<file path="src/rtl/reg_port_sequencer.sv">
// reg_port_sequencer
// Turns read / write / dump commands into timed register-file port activity
// and returns one response per register touched.
//
// Ports
//   clk, rst            clock; asynchronous active-low reset
//   req_*               command channel (valid/ready); op 00 rd, 01 wr, 10 dump, 11 reserved
//   rsp_*               response channel (valid/ready); payload frozen until rsp_ready
//   rf_write_*          register-file write port (enable is a single-cycle pulse)
//   rf_read_addr/data   register-file read port 1 (data expected within one cycle)
//   busy                high whenever a command is in flight
//
// Every output is a flop loaded from the value it must have in the next
// state, so outputs change only on clk edges.
module reg_port_sequencer #(
  parameter int DATA_W = 8,
  parameter int ADDR_W = 3
) (
  input  logic              clk,
  input  logic              rst,
  input  logic              req_valid,
  output logic              req_ready,
  input  logic [1:0]        req_op,
  input  logic [ADDR_W-1:0] req_addr,
  input  logic [DATA_W-1:0] req_wdata,
  output logic              rsp_valid,
  input  logic              rsp_ready,
  output logic [DATA_W-1:0] rsp_data,
  output logic [ADDR_W-1:0] rsp_addr,
  output logic              rsp_err,
  output logic              rsp_last,
  output logic              rf_write_en,
  output logic [ADDR_W-1:0] rf_write_addr,
  output logic [DATA_W-1:0] rf_write_data,
  output logic [ADDR_W-1:0] rf_read_addr,
  input  logic [DATA_W-1:0] rf_read_data,
  output logic              busy
);

  typedef enum logic [2:0] {IDLE, WRITE, RD_ADDR, RD_CAP, RESP} state_t;

  localparam logic [1:0]        OP_RD    = 2'b00;
  localparam logic [1:0]        OP_WR    = 2'b01;
  localparam logic [1:0]        OP_DUMP  = 2'b10;
  localparam logic [ADDR_W-1:0] PTR_LAST = '1;

  state_t              state_q, state_d;
  logic [1:0]          op_q, op_d;
  logic [ADDR_W-1:0]   addr_q, addr_d, ptr_q, ptr_d;
  logic [DATA_W-1:0]   wdata_q, wdata_d;
  logic                req_ready_q, req_ready_d, rsp_valid_q, rsp_valid_d;
  logic [DATA_W-1:0]   rsp_data_q, rsp_data_d;
  logic [ADDR_W-1:0]   rsp_addr_q, rsp_addr_d;
  logic                rsp_err_q, rsp_err_d, rsp_last_q, rsp_last_d;
  logic                rf_write_en_q, rf_write_en_d;
  logic [ADDR_W-1:0]   rf_write_addr_q, rf_write_addr_d, rf_read_addr_q, rf_read_addr_d;
  logic [DATA_W-1:0]   rf_write_data_q, rf_write_data_d;
  logic                busy_q, busy_d;
  logic                accept;

  assign accept = req_valid & req_ready_q;

  always_comb begin
    state_d         = state_q;
    op_d            = op_q;
    addr_d          = addr_q;
    wdata_d         = wdata_q;
    ptr_d           = ptr_q;
    rsp_data_d      = rsp_data_q;
    rsp_addr_d      = rsp_addr_q;
    rsp_err_d       = rsp_err_q;
    rsp_last_d      = rsp_last_q;
    rf_write_addr_d = rf_write_addr_q;
    rf_write_data_d = rf_write_data_q;
    rf_read_addr_d  = rf_read_addr_q;

    unique case (state_q)
      IDLE: begin
        if (accept) begin
          op_d    = req_op;
          addr_d  = req_addr;
          wdata_d = req_wdata;
          ptr_d   = '0;
          if (req_op == OP_WR && req_addr != '0) begin
            state_d         = WRITE;
            rf_write_addr_d = req_addr;
            rf_write_data_d = req_wdata;
          end else if (req_op == OP_RD) begin
            state_d        = RD_ADDR;
            rf_read_addr_d = req_addr;
          end else if (req_op == OP_DUMP) begin
            state_d        = RD_ADDR;
            rf_read_addr_d = '0;
          end else begin
            // R0 is hardwired zero, so a write to it is refused like a
            // reserved op: straight to an error response, no port activity.
            state_d    = RESP;
            rsp_data_d = '0;
            rsp_addr_d = req_addr;
            rsp_err_d  = 1'b1;
            rsp_last_d = 1'b1;
          end
        end
      end
      WRITE: begin
        state_d    = RESP;
        rsp_data_d = wdata_q;
        rsp_addr_d = addr_q;
        rsp_err_d  = 1'b0;
        rsp_last_d = 1'b1;
      end
      RD_ADDR: state_d = RD_CAP;
      RD_CAP: begin
        // Address has been stable for two cycles by this edge.
        state_d    = RESP;
        rsp_data_d = rf_read_data;
        rsp_err_d  = 1'b0;
        if (op_q == OP_DUMP) begin
          rsp_addr_d = ptr_q;
          rsp_last_d = (ptr_q == PTR_LAST);
        end else begin
          rsp_addr_d = addr_q;
          rsp_last_d = 1'b1;
        end
      end
      RESP: begin
        if (rsp_ready) begin
          // Dump stops at the last register before incrementing, so the
          // pointer never wraps.
          if (op_q == OP_DUMP && ptr_q != PTR_LAST) begin
            state_d        = RD_ADDR;
            ptr_d          = ptr_q + ADDR_W'(1);
            rf_read_addr_d = ptr_q + ADDR_W'(1);
          end else begin
            state_d = IDLE;
          end
        end
      end
      default: state_d = IDLE;
    endcase

    rf_write_en_d = (state_d == WRITE);
    rsp_valid_d   = (state_d == RESP);
    req_ready_d   = (state_d == IDLE);
    busy_d        = (state_d != IDLE);
  end

  always_ff @(posedge clk or negedge rst) begin
    if (!rst) begin
      state_q         <= IDLE;
      op_q            <= '0;
      addr_q          <= '0;
      wdata_q         <= '0;
      ptr_q           <= '0;
      req_ready_q     <= 1'b0;
      rsp_valid_q     <= 1'b0;
      rsp_data_q      <= '0;
      rsp_addr_q      <= '0;
      rsp_err_q       <= 1'b0;
      rsp_last_q      <= 1'b0;
      rf_write_en_q   <= 1'b0;
      rf_write_addr_q <= '0;
      rf_write_data_q <= '0;
      rf_read_addr_q  <= '0;
      busy_q          <= 1'b0;
    end else begin
      state_q         <= state_d;
      op_q            <= op_d;
      addr_q          <= addr_d;
      wdata_q         <= wdata_d;
      ptr_q           <= ptr_d;
      req_ready_q     <= req_ready_d;
      rsp_valid_q     <= rsp_valid_d;
      rsp_data_q      <= rsp_data_d;
      rsp_addr_q      <= rsp_addr_d;
      rsp_err_q       <= rsp_err_d;
      rsp_last_q      <= rsp_last_d;
      rf_write_en_q   <= rf_write_en_d;
      rf_write_addr_q <= rf_write_addr_d;
      rf_write_data_q <= rf_write_data_d;
      rf_read_addr_q  <= rf_read_addr_d;
      busy_q          <= busy_d;
    end
  end

  assign req_ready     = req_ready_q;
  assign rsp_valid     = rsp_valid_q;
  assign rsp_data      = rsp_data_q;
  assign rsp_addr      = rsp_addr_q;
  assign rsp_err       = rsp_err_q;
  assign rsp_last      = rsp_last_q;
  assign rf_write_en   = rf_write_en_q;
  assign rf_write_addr = rf_write_addr_q;
  assign rf_write_data = rf_write_data_q;
  assign rf_read_addr  = rf_read_addr_q;
  assign busy          = busy_q;

endmodule

</file>
<file path="config.mk">
export PLATFORM = sky130hd
export DESIGN_NAME = reg_port_sequencer
export DESIGN_NICKNAME = d
export VERILOG_FILES = /design/src/rtl/reg_port_sequencer.sv
export SDC_FILE = /design/constraint.sdc
export NUM_CORES = 1
export LEC_CHECK = 0
export CORE_ASPECT_RATIO = 0.8
export CORE_MARGIN = 5
export CORE_UTILIZATION = 40
export CTS_CLUSTER_DIAMETER = 150
export DETAILED_ROUTE_END_ITERATION = 10
export GPL_ROUTABILITY_DRIVEN = 0
export GPL_TIMING_DRIVEN = 1
export PLACE_DENSITY = 0.7
export SKIP_LAST_GASP = 1
export SLEW_MARGIN = 25
export SYNTH_ARGS = -nofsm -noshare
export SYNTH_HDL_FRONTEND = slang
export SYNTH_SLANG_ARGS = --single-unit
</file>
<file path="constraint.sdc">
create_clock -name clk -period 1.5 [get_ports clk]
set_input_delay 0.3 -clock clk [delete_from_list [all_inputs] [get_ports clk]]
set_output_delay 0.3 -clock clk [all_outputs]
set_load 0.05 [all_outputs]
</file>
## After elaboration in Yosys (flattened, before gate mapping)

Cells that the tools add are included.

- Eq/ne operators: 18
- Mux-type cells: 34
- Add/subtract/negate cells: 1
- Reduce and logical (&&, ||, !) cells: 17
- Bitwise logic cells: 1

Operators by type and width:

| cell | count |
|---|---|
| two-way mux 3 bit | 17 |
| two-way mux 8 bit | 4 |
| case mux 8 bit (3 select lines) | 1 |
| inequality test 2 bit (second input constant) | 6 |
| case mux 3 bit (2 select lines) | 2 |
| case mux 3 bit (4 select lines) | 1 |
| AND reduction 5 bit | 2 |
| equality test 3 bit (second input constant) | 3 |
| case mux 3 bit (3 select lines) | 1 |
| nonzero test 3 bit | 3 |
| equality test 3 x 1 -> 1 bit (second input constant) | 2 |
| equality test 3 x 2 -> 1 bit (second input constant) | 2 |
| logical NOT 3 bit | 2 |
| inequality test 3 bit (second input constant) | 2 |
| AND reduction 6 bit | 1 |
| two-way mux 1 bit | 5 |
| equality test 2 bit (second input constant) | 2 |
| AND reduction 4 bit | 1 |
| nonzero test 2 bit | 2 |
| adder 3 x 1 -> 3 bit (second input constant) | 1 |
| case mux 1 bit (3 select lines) | 1 |
| AND reduction 3 bit | 1 |
| equality test 2 x 1 -> 1 bit (second input constant) | 1 |
| logical AND 1 bit | 2 |
| 6 further kinds | 6 |

- Register bits after elaboration: 50
- Input bits: 25

## Longest topological paths before layout

Gate-level depths: netlist (run 1).

- Depth in word-level cells: 7
- Depth in mapped cells: 6

## Worst setup path before layout (run 1)

No wires, ideal clock.

- Path type: register -> register
- From: register req_ready_q (netlist: req_ready)
- To: register rsp_addr_q[1] (netlist: rsp_addr[1])
- Library setup time: 125 ps
- Path slack: -304 ps
- Required time: 1375 ps
- Data arrival time: 1678 ps
- Stages on the path, launching flop included: 6
- Cells stage by stage: dfrtp_1 and3b_1 o2111ai_1 and2_1 buf_6 mux2_4

- Word-level cells in the longest chain between the ends: 3

RTL lines:

| what | line | text |
|---|---|---|
| start: declaration | 51 | `logic req_ready_q, req_ready_d, rsp_valid_q, rsp_valid_d;` |
| start signal: assignment | 172 | `req_ready_q <= req_ready_d;` |
| bitwise AND 1 bit | 61 | `assign accept = req_valid & req_ready_q;` |
| inequality test 2 bit (no source line) | n/a |  |
| AND reduction 5 bit (no source line) | n/a |  |
| end signal: assignment | 175 | `rsp_addr_q <= rsp_addr_d;` |
| end: declaration | 53 | `logic [ADDR_W-1:0] rsp_addr_q, rsp_addr_d;` |

Every way passes these cells.
A chain may end at the register's enable or synchronous reset.

## Final worst setup path (run 1)

- From: register req_ready_q (netlist: req_ready)
- To: register busy_q (netlist: busy)

- Word-level cells in the longest chain between the ends: 4

RTL lines:

| what | line | text |
|---|---|---|
| bitwise AND 1 bit | 61 |  |
| two-way mux 3 bit | 79 | `if (accept) begin` |
| case mux 3 bit (4 select lines) | 77 | `unique case (state_q)` |
| net state_d[0] | 47 | `state_t state_q, state_d;` |
| nonzero test 3 bit | 145 | `busy_d = (state_d != IDLE);` |
| net busy_d | 58 | `logic busy_q, busy_d;` |
| end signal: assignment | 182 | `busy_q <= busy_d;` |
| end: declaration | 58 |  |

The timed path passes the listed nets, and every way through them passes these cells.

==> results, run 1 <==
- The maximum buffer depth of the clock tree is 2.
- After global routing the overflow that remains totals 0.
- The final reports fail on setup timing.
- Once routing completed, OpenROAD measured the worst setup slack at -9.87 ps.
- The most critical setup path has its startpoint at req_ready$_DFF_PN0_.
- The netlist uses 34 different library cells.
- The clock latency of the later-clocked register in the worst-skew pair is 300 ps.
- The count of maximum capacitance violations is 0.
- The maximum number of pins on one net before global-route repair is 51.
- In this run the tightest slew margin relative to its limit is 80.7%.
- The via count of the first global-routing pass was 1798.
- The area of the multi-input gates is 935 sq um.
- In the routed layout, each cell is associated on average with a via count of 5.27.
- The flip-flop and latch count after synthesis is 50.
- The die span in y is 75.7 um.
- OpenSTA, run right after detailed placement, puts the worst setup slack at -473 ps.
- TritonCTS created 5 clock buffers.
- In this run, the number of DRC markers left after iteration 0 of detailed routing was 59.
- The final count of negative-setup-slack endpoints is 2.
- In this run the critical register-to-register path is launched from req_ready$_DFF_PN0_.
- TritonCTS built the clock tree.
- For the pin with the worst max-slew slack, the measured transition is 289 ps.
- On the final layout, the worst clock skew is 5.82 ps.
- The maximum fanout along the worst path is 3.
- The top cell types in the final layout, fill and taps aside, are dfrtp_1, buf_12, buf_4, mux2_2, clkdlybuf4s50_1.
- The sum of met2 wire segment lengths after detailed routing is 2870 um.
- Clock-pin slew was measured on the worst setup and hold paths at 90 ps.
- Setup repair after global routing could not meet its margin everywhere.
- The first global-routing pass estimated 8800 um of wire.
- The die outline width is 92.1 um.
- The share of cells above drive strength 1 is 46.9%.
- The aggregate global-route resource usage is 16.5%.
- The worst vdd rail ir drop is 1.31 mV.
- The number of port buffers is 55.
- The total vias in the final route is 1612.
- The sequential area share after synthesis is 58.0%.
- For the worst setup path, the data arrival time is 1690 ps.
- The routed design has 5440 um of wire.
- Summing every instance area after synthesis gives 2160 sq um.
- For this design, the sink count on the clock tree is 50.
- The amount of wire on met3 after detailed routing is 221 um.
- The effective utilization at floorplan is 42.1%.
- The top layer reached by signal wires is met4.
- Fill cells in the final layout number 364.
- In this run the standard cell core region covers 5120 sq um.
- The number of instances in the synthesized netlist is 157.
- The H-tree depth reported by CTS is 2.
- During synthesis, Yosys emitted a total of 0 warnings.
- The routed metal-1 wire length is 2270 um.
- The upper clock frequency limit is 662 MHz.
- Leaving out fill and tap cells, the most frequent cell in the layout is dfrtp_1.
- The count of TritonRoute iterations in the first routing pass is 4.
- The count of pins over their slew limit is 0.
- Detailed placement ended at an HPWL of 4170 um.
- The startpoint type of the worst setup path is a flop.
- The cell sitting at the root of the clock tree is a clkbuf_8.
- Dividing total power by cell area gives a power density of 2380 nW/um^2.
- The worst path required time is 1680 ps.
- The number of top-level pins is 56.
- The post-synth net total is 184.
- The fraction of the cycle the final worst path needs is 101%.
- The footprint of the flip-flops and latches is 1250 sq um.
- The critical path endpoint category is a flop.
- The shortest clock period the worst path allows after layout is 1510 ps.
- The worst hold path belongs to the class in -> async.
- Relative to the synthesized area, the layout overhead comes to 61.8%.
- The run finished, with violations left.
- The final layout contains 269 nets.
- The floorplan has 23 rows.
- Summed over all cells, the static leakage comes to 1.60 nW.
- The number of failing hold endpoints at the final stage is 0.
- The die covers 6970 sq um.
- The DRC violation count after routing is 0.
- The count of nets left with antenna violations once routing finished came out at 0.
- The critical path is of the reg -> reg type.
- The number of antenna violations at the first check in global routing is 1.
- In the final routed layout, each cell accounts on average for 17.8 um.
- The synthesized area divided by synthesized cell count is 13.7 sq um.
- The final standard cell utilization of the core is 68.1%.
==> cell usage after synthesis, drive strengths merged <==
cell     instances  area, sq um
and3             2         12.5
ha               2         25.0
dfrtp           50         1250
a211oi           1         7.51
nor3b            1         7.51
buf              5         31.3
o31a             1         8.76
nand4b           1         8.76
a21oi            6         30.0
inv              2         7.51
o2bb2ai          9         78.8
a21o             2         15.0
nor2b            2         12.5
and3b            1         8.76
o211ai           2         15.0
nand2b           2         12.5
and4b            1         13.8
nand3b           2         15.0
nor3             3         20.0
nor2             7         33.8
mux2i           11          110
o2111ai          1         8.76
nand3            1         5.00
o21ai            1         5.00
clkbuf           2         7.51
or2              1         6.26
nand2            3         11.3
mux2            33          375
and2             1         6.26
or3              1         6.26
==> stage by stage <==
step	area, sq um	total power, mW	hold slack, ps	std cells	setup TNS, ps
after floorplan	2200	4.95	4.41	157	-1000
after global placement	3320	7.34	302	293	-13050
after detailed placement	3320	7.49	310	293	-14700
after CTS	3490	8.38	505	305	-16.5
after global routing	3490	8.69	521	306	-982
final	3490	8.31	498	306	-11.9
==> repair_timing <==
action | 4_1_cts | 5_1_grt
hold endpoints to repair | 50 | 0
pin swaps | 5 | 2
hold buffers | 1 | 0
buffers inserted | 3 | 0
setup endpoints to repair | 31 | 30
gates resized for setup | 17 | 0
==> cells by family (layout without fill, tap and decap cells) <==
family	count (synthesis)	after routing	share of synthesized area, %
fa+ha+maj	2	2	1.16
other cells	0	1	0
compound gates	23	23	7.83
mux	44	44	22.5
simple gates	29	29	8.35
flops	50	50	58.0
buf+inv	9	95	2.15
==> worst max-delay path, stage by stage (launching register included) <==
cell and delay, ps:
dfrtp_2 410, and3b_2 230, and4b_4 210, or2_1 230, or3_1 310
==> final cells by class <==
type                       instances  share of cell area (%)
inverter                           2                   0.215
antenna                            1                  0.0717
sequential                        50                    35.9
tap                               62                    2.22
multi-input combinational         98                    26.8
clock buffer                       5                    1.97
timing repair buffer              85                    32.2
clock inverter                     3                   0.610
==> where the power goes <==
part / switching (mW) / leakage [nW] / internal [mW] / total (mW)
sequential: 0.559 / 0.618 / 1.97 / 2.53
clock: 0.445 / 0.0441 / 0.328 / 0.773
combinational: 2.38 / 0.940 / 2.63 / 5.01
total: 3.38 / 1.60 / 4.93 / 8.31
==> per-layer routing <==
layer / global-route usage [%] / up-vias
li1: - / 742
met1: 19.5 / 828
met2: 30.0 / 35
met3: 4.34 / 7
met4: 5.27 / 0
met5: 0 / -
==> sequential cells by signal (all words and copies together) (netlist names), 2 cells and up <==
register / flops
rf_write_data: 8
rsp_data: 8
wdata_q: 8
addr_q: 3
ptr_q: 3
rf_read_addr: 3
rf_write_addr: 3
rsp_addr: 3
state_q: 3
op_q: 2
==> final timing paths <==
path	slack [ps]	to	depth (start not counted)
worst max-delay path	-10	busy$_DFF_PN0_	4
worst min-delay path	500	rsp_err$_DFFE_PN0P_	3
worst max register to register	-10	busy$_DFF_PN0_	4
worst min register to register	520	wdata_q[5]$_DFFE_PN0P_	1
max in group asynchronous	740	req_ready$_DFF_PN0_	3
min in group clk	520	wdata_q[5]$_DFFE_PN0P_	1
Note: power is estimated with default switching activity, not from simulation.
==> run 2, diff against run 1 <==
--- a/config.mk
+++ b/config.mk
@@ -8,11 +8,13 @@
 export CORE_ASPECT_RATIO = 0.8
 export CORE_MARGIN = 5
 export CORE_UTILIZATION = 40
+export CTS_BUF_LIST = sky130_fd_sc_hd__clkbuf_2 sky130_fd_sc_hd__clkbuf_4 sky130_fd_sc_hd__clkbuf_8
 export CTS_CLUSTER_DIAMETER = 150
 export DETAILED_ROUTE_END_ITERATION = 10
 export GPL_ROUTABILITY_DRIVEN = 0
 export GPL_TIMING_DRIVEN = 1
 export PLACE_DENSITY = 0.7
+export SKIP_CTS_REPAIR_TIMING = 1
 export SKIP_LAST_GASP = 1
 export SLEW_MARGIN = 25
 export SYNTH_ARGS = -nofsm -noshare
==> run 2 against run 1 <==
Critical endpoint unchanged; worst hold slack got worse by 71 ps; final cell count is the same; highest routed layer unchanged; utilization rose by 0.71 points; register-to-register slack worse by 40 ps; non-clock buffer count increased by 1; clock skew about the same; die area unchanged; largest cell class unchanged; the run still ends with setup timing left; sequential power hardly changed.
==> results, run 2 (synthesized netlist as in run 1, its figures left out) <==
- The number of top-level pins is 56 (unchanged).
- The remaining global-route overflow was 0 (unchanged).
- The total length of routed wires came to 5480 um (+0.86%).
- The startpoint type of the worst setup path is a flop.
- The shortest clock period the worst path allows after layout is 1550 ps (+41.0 ps).
- The layout overhead on the synthesized area is 63.5%.
- The via count of the first global-routing pass is 1764 (-1.9%).
- STA classifies the critical path endpoint as a flop.
- The cell at the root of the clock tree is clkbuf_8.
- The number of antenna violations at the first check in global routing was 0 (-1).
- The fraction of the cycle the final worst path needs is 103% (+2.7 points).
- The worst setup margin is -50.9 ps (-41.0 ps).
- Leaving out fill and tap cells, the most frequent cells in the layout are dfrtp_1, buf_12, buf_4, mux2_2, clkdlybuf4s50_1.
- The aggregate global-route resource usage is 16.2% (-0.31 points).
- The first-pass GRT wire length was 8650 um (-1.6%).
- The antenna diode count came to 0 (-1).
- The maximum fanout along the worst path is 3 (unchanged).
- The cell area power density is 2370 nW/um^2 (-0.37%).
- The row count is 23 (unchanged).
- The total vias in the final route is 1613 (+0.062%).
- The number of port buffers is 55 (unchanged).
- The die span in y is 75.7 um (unchanged).
- The instance count after placement with tap cells included is 293 (unchanged).
- The worst clock skew on the final layout is 5.69 ps (-0.129 ps).
- The number of failing hold endpoints at the final stage is 0 (unchanged).
- The worst reg-to-reg setup slack is -50 ps (-40 ps).
- The share of cells above drive strength 1 was 47.5% (+0.63 points).
- The endpoint arrival time on the critical path was 1740 ps (+50 ps).
- The DRC violation count after routing came to 0 (unchanged).
- The worst vdd rail ir drop was 1.32 mV (+0.20%).
- The final count of negative-setup-slack endpoints is 15 (+13).
- The count of pins over their slew limit is 0 (unchanged).
- The mean routed wirelength per cell was 17.9 um (+0.86%).
- The maximum number of pins on one net before global-route repair is 51 (unchanged).
- Leaving out fill and tap cells, the most frequent cell in the layout is dfrtp_1.
- The core outline area was 5120 sq um (unchanged).
- The worst path required time is 1680 ps (about the same).
- The cell area after placement is 3320 sq um (unchanged).
- The filler cell count came to 349 (-4.1%).
- The design area came to 3530 sq um (+1.0%).
- The maximum buffer depth of the clock tree is 2 (unchanged).
- The type of the setup path with the least slack is reg -> reg.
- The number of nets in the layout is 270 (+0.37%).
- The clock-pin slew on the worst setup and hold paths is 90 ps (about the same).
- The tightest min-delay check is of the in -> reg type.
- The clock latency of the later-clocked register in the worst-skew pair is 300 ps (about the same).
- TritonCTS built the clock tree.
- The worst hold slack across all endpoints came to 427 ps (-71.0 ps).
- The leakage power came to 1.64 nW (+2.4%).
- The count of maximum capacitance violations is 0 (unchanged).
- The die area was 6970 sq um (unchanged).
- The upper clock frequency limit is 645 MHz (-2.6%).
- The die outline width was 92.1 um (unchanged).
- The detail-routed via count per cell is 5.27 (about the same).
- The run finished, with violations left.
- Setup repair after global routing could not meet its margin everywhere.
- The effective utilization at floorplan is 42.1% (unchanged).
- The checks that failed: setup timing.
- The clock net sink count came to 50 (unchanged).
- The worst-margin pin slew came to 294 ps (+5.07 ps).
- The estimated wirelength of the detail-placed design is 4170 um (unchanged).
- The initial detailed-routing violation count is 65 (+10%).
- The CTS buffer count is 5 (unchanged).
- The count of TritonRoute iterations in the first routing pass is 4 (unchanged).
- The final instance count without filler cells is 306 (unchanged).
- The number of routed nets with antenna violations came to 0 (unchanged).
- The H-tree depth reported by CTS came to 2 (unchanged).
- The relative slew slack was 80.3% (-0.34 points).
-- run 2: changes by cell type in the layout (fill, tap and decap cells not counted), sizes merged --
cell / change
buf: +1
dlymetal6s2s: +4
dlygate4sd2: -4
diode: -1
-- run 2: worst paths after layout --
check | from | endpoint | depth (start not counted)
worst max-delay path | req_ready$_DFF_PN0_ | busy$_DFF_PN0_ | 4
worst max register to register | req_ready$_DFF_PN0_ | busy$_DFF_PN0_ | 4
worst min register to register | wdata_q[5]$_DFFE_PN0P_ | wdata_q[5]$_DFFE_PN0P_ | 1
max in group asynchronous | rst | req_ready$_DFF_PN0_ | 3
worst min-delay path | req_addr[2] | rf_write_addr[2]$_DFFE_PN0P_ | 3
min in group asynchronous | rst | rf_read_addr[1]$_DFFE_PN0P_ | 3
-- run 2: report_power, final --
group	internal [mW]	switching (mW)
combinational	2.67	2.39
sequential	1.97	0.562
clock	0.328	0.446
total	4.96	3.40
-- run 2: cell type report --
type | count | area [sq um] | area share (%)
Multi-Input combinational cell | 98 | 947 | 26.9
Inverter | 2 | 7.51 | 0.213
Clock inverter | 3 | 21.3 | 0.603
Sequential cell | 50 | 1250 | 35.6
Timing Repair Buffer | 86 | 1150 | 32.6
Clock buffer | 5 | 68.8 | 1.95
Tap cell | 62 | 77.6 | 2.20
-- run 2: metal layers --
layer  wire length (um)  global-route usage (%)
met4                 68                    5.44
met5                  0                       0
met1               2330                    19.2
met2               2870                    29.1
met3                216                    4.34
-- run 2: critical path, stage by stage (launching register included) --
cell,delay (ps)
dfrtp_2,410
and3b_2,230
and4b_4,230
or2_1,260
or3_1,320
-- run 2: through the flow --
| step | power (mW) | setup TNS, ps | util, % | setup WS [ps] |
|---|---|---|---|---|
| 2_1_floorplan | 4.95 | -1000 | - | -132 |
| 3_3_place_gp | 7.34 | -13050 | 64.8 | -428 |
| 3_5_place_dp | 7.49 | -14700 | 64.8 | -473 |
| 4_1_cts | 8.29 | -2510 | 66.6 | -146 |
| 5_1_grt | 8.74 | -1450 | 68.8 | -81.2 |
| 6_report | 8.36 | -246 | 68.8 | -50.9 |
==> run 3, diff against run 2 <==
--- a/config.mk
+++ b/config.mk
@@ -5,6 +5,7 @@
 export SDC_FILE = /design/constraint.sdc
 export NUM_CORES = 1
 export LEC_CHECK = 0
+export ABC_CLOCK_PERIOD_IN_PS = 1500
 export CORE_ASPECT_RATIO = 0.8
 export CORE_MARGIN = 5
 export CORE_UTILIZATION = 40
==> results of run 3 <==
Same layout as run 2: the final DEF is identical, and so are final timing and power.
